===== config.mk =====
export PLATFORM = sky130hd
export DESIGN_NAME = id_ex_hazard_stage
export DESIGN_NICKNAME = d
export VERILOG_FILES = /design/src/rtl/core_pkg.sv /design/src/rtl/load_use_detect.sv /design/src/rtl/id_ex_hazard_stage.sv
export SDC_FILE = /design/constraint.sdc
export NUM_CORES = 1
export LEC_CHECK = 0
export CORE_AREA = 2 2 227 229
export CTS_BUF_LIST = sky130_fd_sc_hd__clkbuf_4
export DETAILED_ROUTE_END_ITERATION = 8
export DIE_AREA = 0 0 229 231
export GPL_TIMING_DRIVEN = 0
export PLACE_DENSITY = 0.51
export SLEW_MARGIN = 20
export SYNTH_ARGS = -nofsm -noshare
export SYNTH_HDL_FRONTEND = slang
export SYNTH_SLANG_ARGS = --single-unit

===== constraint.sdc =====
create_clock -name clk -period 2.14 [get_ports clk]
set_input_delay 0.321 -clock clk [delete_from_list [all_inputs] [get_ports clk]]
set_output_delay 0.321 -clock clk [all_outputs]
set_load 0.02 [all_outputs]

===== src/rtl/core_pkg.sv =====
// Shared definitions for the RV64I core: datapath width defaults and the
// bit positions of the 8-bit decoded control word.
package core_pkg;

   localparam int DATA_W_DEF = 64;
   localparam int REG_AW_DEF = 5;
   localparam int CTRL_W     = 8;

   localparam int CTRL_REGWRITE = 7;
   localparam int CTRL_MEMTOREG = 6;
   localparam int CTRL_BRANCH   = 5;
   localparam int CTRL_MEMWRITE = 4;
   localparam int CTRL_MEMREAD  = 3;
   localparam int CTRL_ALUSRC   = 2;
   localparam int CTRL_ALUOP_HI = 1;
   localparam int CTRL_ALUOP_LO = 0;

   localparam logic [CTRL_W-1:0] CTRL_BUBBLE = '0;

   function automatic logic ctrl_is_load(input logic [CTRL_W-1:0] ctrl);
      return ctrl[CTRL_MEMREAD];
   endfunction

endpackage


===== src/rtl/load_use_detect.sv =====
// Combinational load-use hazard check between the instruction in EX and the
// one in decode. rs2 is compared unconditionally, so the check is conservative.
module load_use_detect #(
   parameter int REG_AW = 5
) (
   input  logic              ex_mem_read,
   input  logic [REG_AW-1:0] ex_rd,
   input  logic [REG_AW-1:0] id_rs1,
   input  logic [REG_AW-1:0] id_rs2,
   output logic              hz
);

   logic rd_nonzero;
   logic rd_match;

   always_comb begin
      rd_nonzero = (ex_rd != '0);
      rd_match   = (ex_rd == id_rs1) || (ex_rd == id_rs2);
      hz         = ex_mem_read && rd_nonzero && rd_match;
   end

endmodule


===== src/rtl/id_ex_hazard_stage.sv =====
// ID/EX pipeline register with load-use bubble insertion, branch flush and a
// saturating count of inserted load-use bubbles.
module id_ex_hazard_stage
   import core_pkg::*;
#(
   parameter int DATA_W = DATA_W_DEF,
   parameter int REG_AW = REG_AW_DEF,
   parameter int CNT_W  = 16
) (
   input  logic              clk,
   input  logic              reset,
   input  logic              flush,
   input  logic [REG_AW-1:0] IF_ID__Rs1,
   input  logic [REG_AW-1:0] IF_ID__Rs2,
   input  logic [REG_AW-1:0] IF_ID__Rd,
   input  logic [DATA_W-1:0] id_pc,
   input  logic [DATA_W-1:0] id_rd1,
   input  logic [DATA_W-1:0] id_rd2,
   input  logic [DATA_W-1:0] id_imm,
   input  logic [3:0]        id_funct4,
   input  logic [7:0]        id_ctrl,
   output logic              pc_write,
   output logic              if_id_write,
   output logic [REG_AW-1:0] ID_EX__Rs1,
   output logic [REG_AW-1:0] ID_EX__Rs2,
   output logic [REG_AW-1:0] ID_EX__Rd,
   output logic [DATA_W-1:0] ID_EX__PC,
   output logic [DATA_W-1:0] ID_EX__RD1,
   output logic [DATA_W-1:0] ID_EX__RD2,
   output logic [DATA_W-1:0] ID_EX__Imm,
   output logic [3:0]        ID_EX__Funct4,
   output logic [7:0]        ID_EX__Ctrl,
   output logic [CNT_W-1:0]  stall_count
);

   localparam logic [CNT_W-1:0] CNT_MAX = {CNT_W{1'b1}};
   localparam logic [CNT_W-1:0] CNT_ONE = {{(CNT_W-1){1'b0}}, 1'b1};

   logic [REG_AW-1:0] rs1_q, rs1_d;
   logic [REG_AW-1:0] rs2_q, rs2_d;
   logic [REG_AW-1:0] rd_q, rd_d;
   logic [DATA_W-1:0] pc_q, pc_d;
   logic [DATA_W-1:0] rd1_q, rd1_d;
   logic [DATA_W-1:0] rd2_q, rd2_d;
   logic [DATA_W-1:0] imm_q, imm_d;
   logic [3:0]        funct4_q, funct4_d;
   logic [7:0]        ctrl_q, ctrl_d;
   logic [CNT_W-1:0]  stall_count_q, stall_count_d;
   logic              hz;

   load_use_detect #(
      .REG_AW (REG_AW)
   ) u_load_use_detect (
      .ex_mem_read (ctrl_is_load(ctrl_q)),
      .ex_rd       (rd_q),
      .id_rs1      (IF_ID__Rs1),
      .id_rs2      (IF_ID__Rs2),
      .hz          (hz)
   );

   // A flush overrides the stall: the decode instruction is wrong-path anyway.
   always_comb begin
      pc_write    = !hz || flush;
      if_id_write = !hz || flush;
   end

   always_comb begin
      rs1_d         = IF_ID__Rs1;
      rs2_d         = IF_ID__Rs2;
      rd_d          = IF_ID__Rd;
      pc_d          = id_pc;
      rd1_d         = id_rd1;
      rd2_d         = id_rd2;
      imm_d         = id_imm;
      funct4_d      = id_funct4;
      ctrl_d        = id_ctrl;
      stall_count_d = stall_count_q;
      if (flush || hz) begin
         ctrl_d = CTRL_BUBBLE;
      end
      // Only genuine stalls are counted; a flushed hazard costs no extra cycle.
      if (hz && !flush && (stall_count_q != CNT_MAX)) begin
         stall_count_d = stall_count_q + CNT_ONE;
      end
   end

   always_ff @(posedge clk) begin
      if (reset) begin
         rs1_q         <= '0;
         rs2_q         <= '0;
         rd_q          <= '0;
         pc_q          <= '0;
         rd1_q         <= '0;
         rd2_q         <= '0;
         imm_q         <= '0;
         funct4_q      <= '0;
         ctrl_q        <= '0;
         stall_count_q <= '0;
      end else begin
         rs1_q         <= rs1_d;
         rs2_q         <= rs2_d;
         rd_q          <= rd_d;
         pc_q          <= pc_d;
         rd1_q         <= rd1_d;
         rd2_q         <= rd2_d;
         imm_q         <= imm_d;
         funct4_q      <= funct4_d;
         ctrl_q        <= ctrl_d;
         stall_count_q <= stall_count_d;
      end
   end

   always_comb begin
      ID_EX__Rs1    = rs1_q;
      ID_EX__Rs2    = rs2_q;
      ID_EX__Rd     = rd_q;
      ID_EX__PC     = pc_q;
      ID_EX__RD1    = rd1_q;
      ID_EX__RD2    = rd2_q;
      ID_EX__Imm    = imm_q;
      ID_EX__Funct4 = funct4_q;
      ID_EX__Ctrl   = ctrl_q;
      stall_count   = stall_count_q;
   end

endmodule


---- Word-level counts from Yosys, hierarchy flattened ----
Cells that the tools add are included.
operators by class
  $lt $le $gt $ge ......................... 0
  shift operators ......................... 0
  $mul .................................... 0
  bitwise logic cells ..................... 0
  mux-type cells .......................... 0
  divide/modulo/power cells ............... 0
  add/subtract/negate cells ............... 1
  reductions and logical operators ........ 11
  equal/unequal tests ..................... 3
operator list
  kind                   count
  $add 16x1->16 const B  1
  $ne 16x16->1 const B   1
  $eq 5x5->1             2
  $reduce_bool 5->1      1
  $logic_and 1x1->1      4
  $logic_or 1x1->1       3
  $logic_not 1->1        2
  $reduce_or 2->1        1
storage, ports and cells
  bits in latches ......................... 0
  word-level logic and storage cells ...... 25
  register bits ........................... 299
  output and inout bits ................... 301
  memory bits (writable) .................. 0
  bits of input ports ..................... 286
  memories kept ........................... 0
  ROM bits ................................ 0

---- Logic depth before layout (Yosys ltp) ----
  word-level depth ........................ 5
  gate-level depth with buffers ........... 8

---- Cells and area by module ----
From an unflattened synthesis, not the netlist that was laid out.
unflattened totals
  cell total of the unflattened synthesis .. 707
  area total of the unflattened synthesis .. 8,468.1 um2
modules (own cells, without submodules)
  module              cells each  area each (um2)  sequential area each (um2)  times used
  id_ex_hazard_stage  690         8,343.0          5,985.7                     1
  load_use_detect     17          125.1            0.0                         1

---- Worst setup path before layout ----
Ideal clock, no wire load.
  path type ............................... register to register
  start point ............................. register stall_count_q[0], in the netlist stall_count[0]
  end point ............................... register stall_count_q[2], in the netlist stall_count[2]
  buffers on the path ..................... 1
  arrival ................................. 2.097 ns
  path slack .............................. -0.077 ns
  data required time ...................... 2.019 ns
  library setup time ...................... 0.121 ns
  cell stages (with the launch flop) ...... 8
  period minus slack after synthesis ...... 2.217 ns
  cell sequence ........................... dfxtp_1 > ha_1 > nand2_1 > or4b_1 > o211ai_1 > buf_4 > nor3b_1 > mux2_2
on the way
  cells in the longest elaborated chain, start to end .. 2
  elaborated cells on any way between the ends .. 3
  classes of those cells .................. 1 x add/sub; 1 x eq/ne; 1 x reduce/logical
RTL lines
  element                                                line                       text
  start, declared                                        id_ex_hazard_stage.sv:48   logic [CNT_W-1:0] stall_count_q, stall_count_d;
  start signal, assigned                                 id_ex_hazard_stage.sv:109  stall_count_q <= stall_count_d;
  branches (longest 2 deep; another with $add 16x1->16)  -
Parallel ways; which one is timed is not known.
A chain may end at the register's enable or synchronous reset.

---- Worst setup path after layout ----
  start point ............................. register rd_q[4], in the netlist ID_EX__Rd[4]
  end point ............................... output port pc_write
on the way
  cells in the longest elaborated chain, start to end .. 5
  elaborated cells on any way between the ends .. 8
  classes of those cells .................. 2 x eq/ne; 6 x reduce/logical
RTL lines
  element                                                line                                          text
  start, declared                                        id_ex_hazard_stage.sv:41                      logic [REG_AW-1:0] rd_q, rd_d;
  start signal, assigned                                 id_ex_hazard_stage.sv:102                     rd_q <= rd_d;
  $eq 5x5->1 or $reduce_bool 5->1 (tied branches)        load_use_detect.sv:18, load_use_detect.sv:17
  $logic_or 1x1->1 or $logic_and 1x1->1 (tied branches)  load_use_detect.sv:18, load_use_detect.sv:19
  $logic_and 1x1->1 (*)                                  load_use_detect.sv:19                         hz = ex_mem_read && rd_nonzero && rd_match;
  $logic_not 1->1 (*)                                    id_ex_hazard_stage.sv:63                      pc_write = !hz || flush;
  $logic_or 1x1->1 (*)                                   id_ex_hazard_stage.sv:63
  end, declared                                          id_ex_hazard_stage.sv:22                      output logic pc_write,
Every way passes the cells marked *; elsewhere a longest branch is shown, timed or not.

==> metrics <==
run status finished with violations; failing checks negative setup slack; Distinct cells, synth 36; GR Util All Layers 12.90%; R2R Setup Slk approximately 0.050 ns; average size of a mapped cell 11.88 µm²; Remaining Overflow, GRT 0; fraction of the mapped netlist area in adder cells 0.1459%; Rows 83; Die Height approximately 230 µm; Hold Crit Start id_ctrl[0]; Comb power frac 15.5%; worst r2r src ID_EX__Rd[4]$_SDFF_PP0_; Rel. slew slack about 50%; asr flop ratio synth 0%; final setup margin -0.6186 ns; Hold Path Class in -> reg; Syn. warnings 0; DR vias/cell 3.582; Root Driver clkbuf_4; num ports 587; CP Launch Type register; CTS tree done; sequential share of power 44.5%; reg2reg end stall_count[13]$_SDFFE_PP0P_; Clk pwr share between 40% and 50%; Area growth syn-to-layout 116.7%; WL/cell 14.93 µm; Pwr Density 715.8 mW/mm²; Lkg Pwr 8.090 nW; initial antenna violation count 1; 1st-iter DRT viols roughly 140; largest net degree at the start of global routing 13; CP Capture Type output pin; Post-DRT Antenna Nets 0; H-tree level count 3; CTS clk-pin slew, worst paths 0.07 ns; Die X between 200 and 250 µm; post-synth top area share 69.79%; XOR/XNOR Fraction of Synth Area 1.021%; TritonRoute pass-1 iters 4; Synth Area in Compound Gates 2.567%; R2R cell count 9; number of flops mapped to enable cells by yosys 0; Seq cells post-synth 299; combinational family with the most area after synthesis simple AND/OR/NAND/NOR gates; layout cells sized above 1 11.57%; cell count after synthesis between 700 and 800; Initial Utilization 16.92%; TritonCTS Buffers 85; fill cell count 5,144; fraction of the mapped netlist area in simple logic gates around 24%; P_sw 3.427 mW; Sw Ratio 25.75%; Synth Cell Area 0.008577 mm²; placed cell area 0.01530 mm²; DRC 0; fin crit period 2.759 ns; die area 0.05290 mm²; area leader, netlist dfxtp_1; fin. max-slew vios 0; post-synthesis mux area share 0.1313%; DR vias 8,512; FMAX between 300 and 400 MHz; worst ir drop on vdd 0.5376 mV; Critical Path Fanout Max 3; transition time of the tightest slew-check pin roughly 0.75 ns; max-cap check violation count 0; most common cell after layout, fill and taps aside clkdlybuf4s50_1; Internal Pwr Total 9.880 mW; top cells by area, synth dfxtp_1 70%, nor2b_1 20%, clkbuf_1 1.5%; Clock Sinks approximately 300; GP Congestion 0.8189; worst endpoint required time between 1.5 and 2 ns; hpwl dp 25,680 µm; CP Capture Point pc_write; Clock Skew roughly 0.048 ns; Tcrit/Tclk final 128.9%; Clock Latency Late Sink slightly below 0.8 ns; final wirelength 35,480 µm; Core ar. around 0.051 mm²; Synth Net Count 1,009; Final Cell Area 0.01859 mm²; PortBufs between 500 and 600; leading cell types in the layout, fill and taps excluded 337 x clkdlybuf4s50_1, 288 x dfxtp_1, 276 x nor2b_1, 240 x dlygate4sd2_1, 222 x dlygate4sd3_1; first-pass GRT wire length 51,720 µm; RSZ-0062 raised after global routing true; fin nets roughly 1,900; arrival time worst endpoint around 2.4 ns; Synth Flop Type dfxtp_1; critical path type reg -> out; sequential area share after synthesis 69.79%; Clock Tree Buf Depth 3; Final Hold Violating Endpoints 0; setup TNS -1.167 ns; CP Launch Point ID_EX__Rd[4]$_SDFF_PP0_; vias in the first global route between 9,000 and 10,000; # setup viols final 2
==> timing repair <==
action                                 4_1_cts  5_1_grt
hold buffers                               222        0
resized for setup                          268       37
endpoints found under the hold margin      222        0
setup endpoints to repair                  260       23
pin swaps                                    6       15
buffers inserted                             9        3
gates cloned                                 1        1
==> worst min path at each step <==
stage | cells past startpoint | endpoint | slack, ns
6_report | 2 | ID_EX__Ctrl[0]$_SDFF_PP0_ | 0.14
5_1_grt | 2 | ID_EX__RD1[33]$_SDFF_PP0_ | 0.03
4_1_cts | 2 | ID_EX__PC[5]$_SDFF_PP0_ | 0.000005
3_5_place_dp | 2 | stall_count[10]$_SDFFE_PP0P_ | 0.49
3_3_place_gp | 2 | stall_count[7]$_SDFFE_PP0P_ | 0.49
2_1_floorplan | 1 | ID_EX__Ctrl[0]$_SDFF_PP0_ | 0.44
==> synth_stat cells, types with 2 or more instances <==
master / n
a211oi_1: 2
a21oi_1: 12
and2_1: 9
buf_4: 3
clkbuf_1: 34
dfxtp_1: 299
inv_1: 4
nand2_1: 7
nand3_1: 2
nand4_1: 6
nor2_1: 6
nor2b_1: 276
nor3_1: 3
nor4_1: 3
o21a_1: 2
o21ai_0: 4
o31ai_1: 9
or3_1: 4
or4_1: 11
xor2_1: 10
==> state kept, by name, indices dropped and copies added (netlist names) <==
| signal | count |
|---|---|
| ID_EX__Ctrl | 8 |
| ID_EX__Rd | 5 |
| ID_EX__RD1 | 64 |
| ID_EX__PC | 64 |
| stall_count | 16 |
| ID_EX__RD2 | 64 |
| ID_EX__Rs2 | 5 |
| ID_EX__Imm | 64 |
| ID_EX__Funct4 | 4 |
| ID_EX__Rs1 | 5 |
==> critical path, stage by stage (launching register included) <==
cell	delay [ns]
dfxtp_4	0.34
buf_6	0.12
xor2_1	0.15
nor3_1	0.22
a22oi_2	0.11
buf_6	0.14
or3_4	0.38
buf_6	0.12
buf_6	0.12
==> power by group through the flow <==
stage / clock (mW) / sequential, mW / combinational [mW]
2_1_floorplan: 0 / 6.41 / 0.277
3_3_place_gp: 0 / 6.05 / 1.86
3_5_place_dp: 0 / 6.06 / 1.86
4_1_cts: 5.60 / 5.92 / 2.07
5_1_grt: 5.91 / 5.94 / 2.18
6_report: 5.33 / 5.92 / 2.06
==> cell families (layout without fill, tap and decap cells) <==
family,Yosys count,after routing
mux,1,1
other cells,0,2
compound gates,34,34
buf+inv,43,1015
xor+xnor,10,10
flops,299,299
simple gates,334,334
fa+ha+maj,1,1
==> area by class of cell <==
type	instances	area (µm²)	share of cell area [%]
flip-flops and latches	299	6010	32.33
diodes	2	5.005	0.02692
multi-input cells	380	2506	13.48
clock buffers	128	960.9	5.169
plain buffers	39	193.9	1.043
well taps	680	850.8	4.577
inverters	4	15.01	0.08077
repair buffers	821	7918	42.59
clock inverters	23	130.1	0.7000
==> through the flow <==
stage | hold slack [ns] | total power, mW | std cells | worst slack (ns) | util (%)
finish | 0.1437 | 13.31 | 2376 | -0.6186 | 36.68
global route | 0.03376 | 14.03 | 2375 | -0.8076 | 36.68
CTS | 0.000005163 | 13.58 | 2370 | -0.8208 | 36.35
detailed placement | 0.4936 | 7.912 | 1988 | -1.113 | 30.19
global placement | 0.4883 | 7.907 | 1988 | -1.129 | 30.19
floorplan | 0.4427 | 6.687 | 722 | 0.002822 | -
==> layer usage <==
metal	share of wire, %	GRT usage, %	up-vias
met2	51	22.71	427
met1	36	12.62	3839
met4	3.8	7.650	0
met5	0	0	-
met3	9.8	5.484	91
li1	-	-	4155
Note: power is estimated with default switching activity, not from simulation.
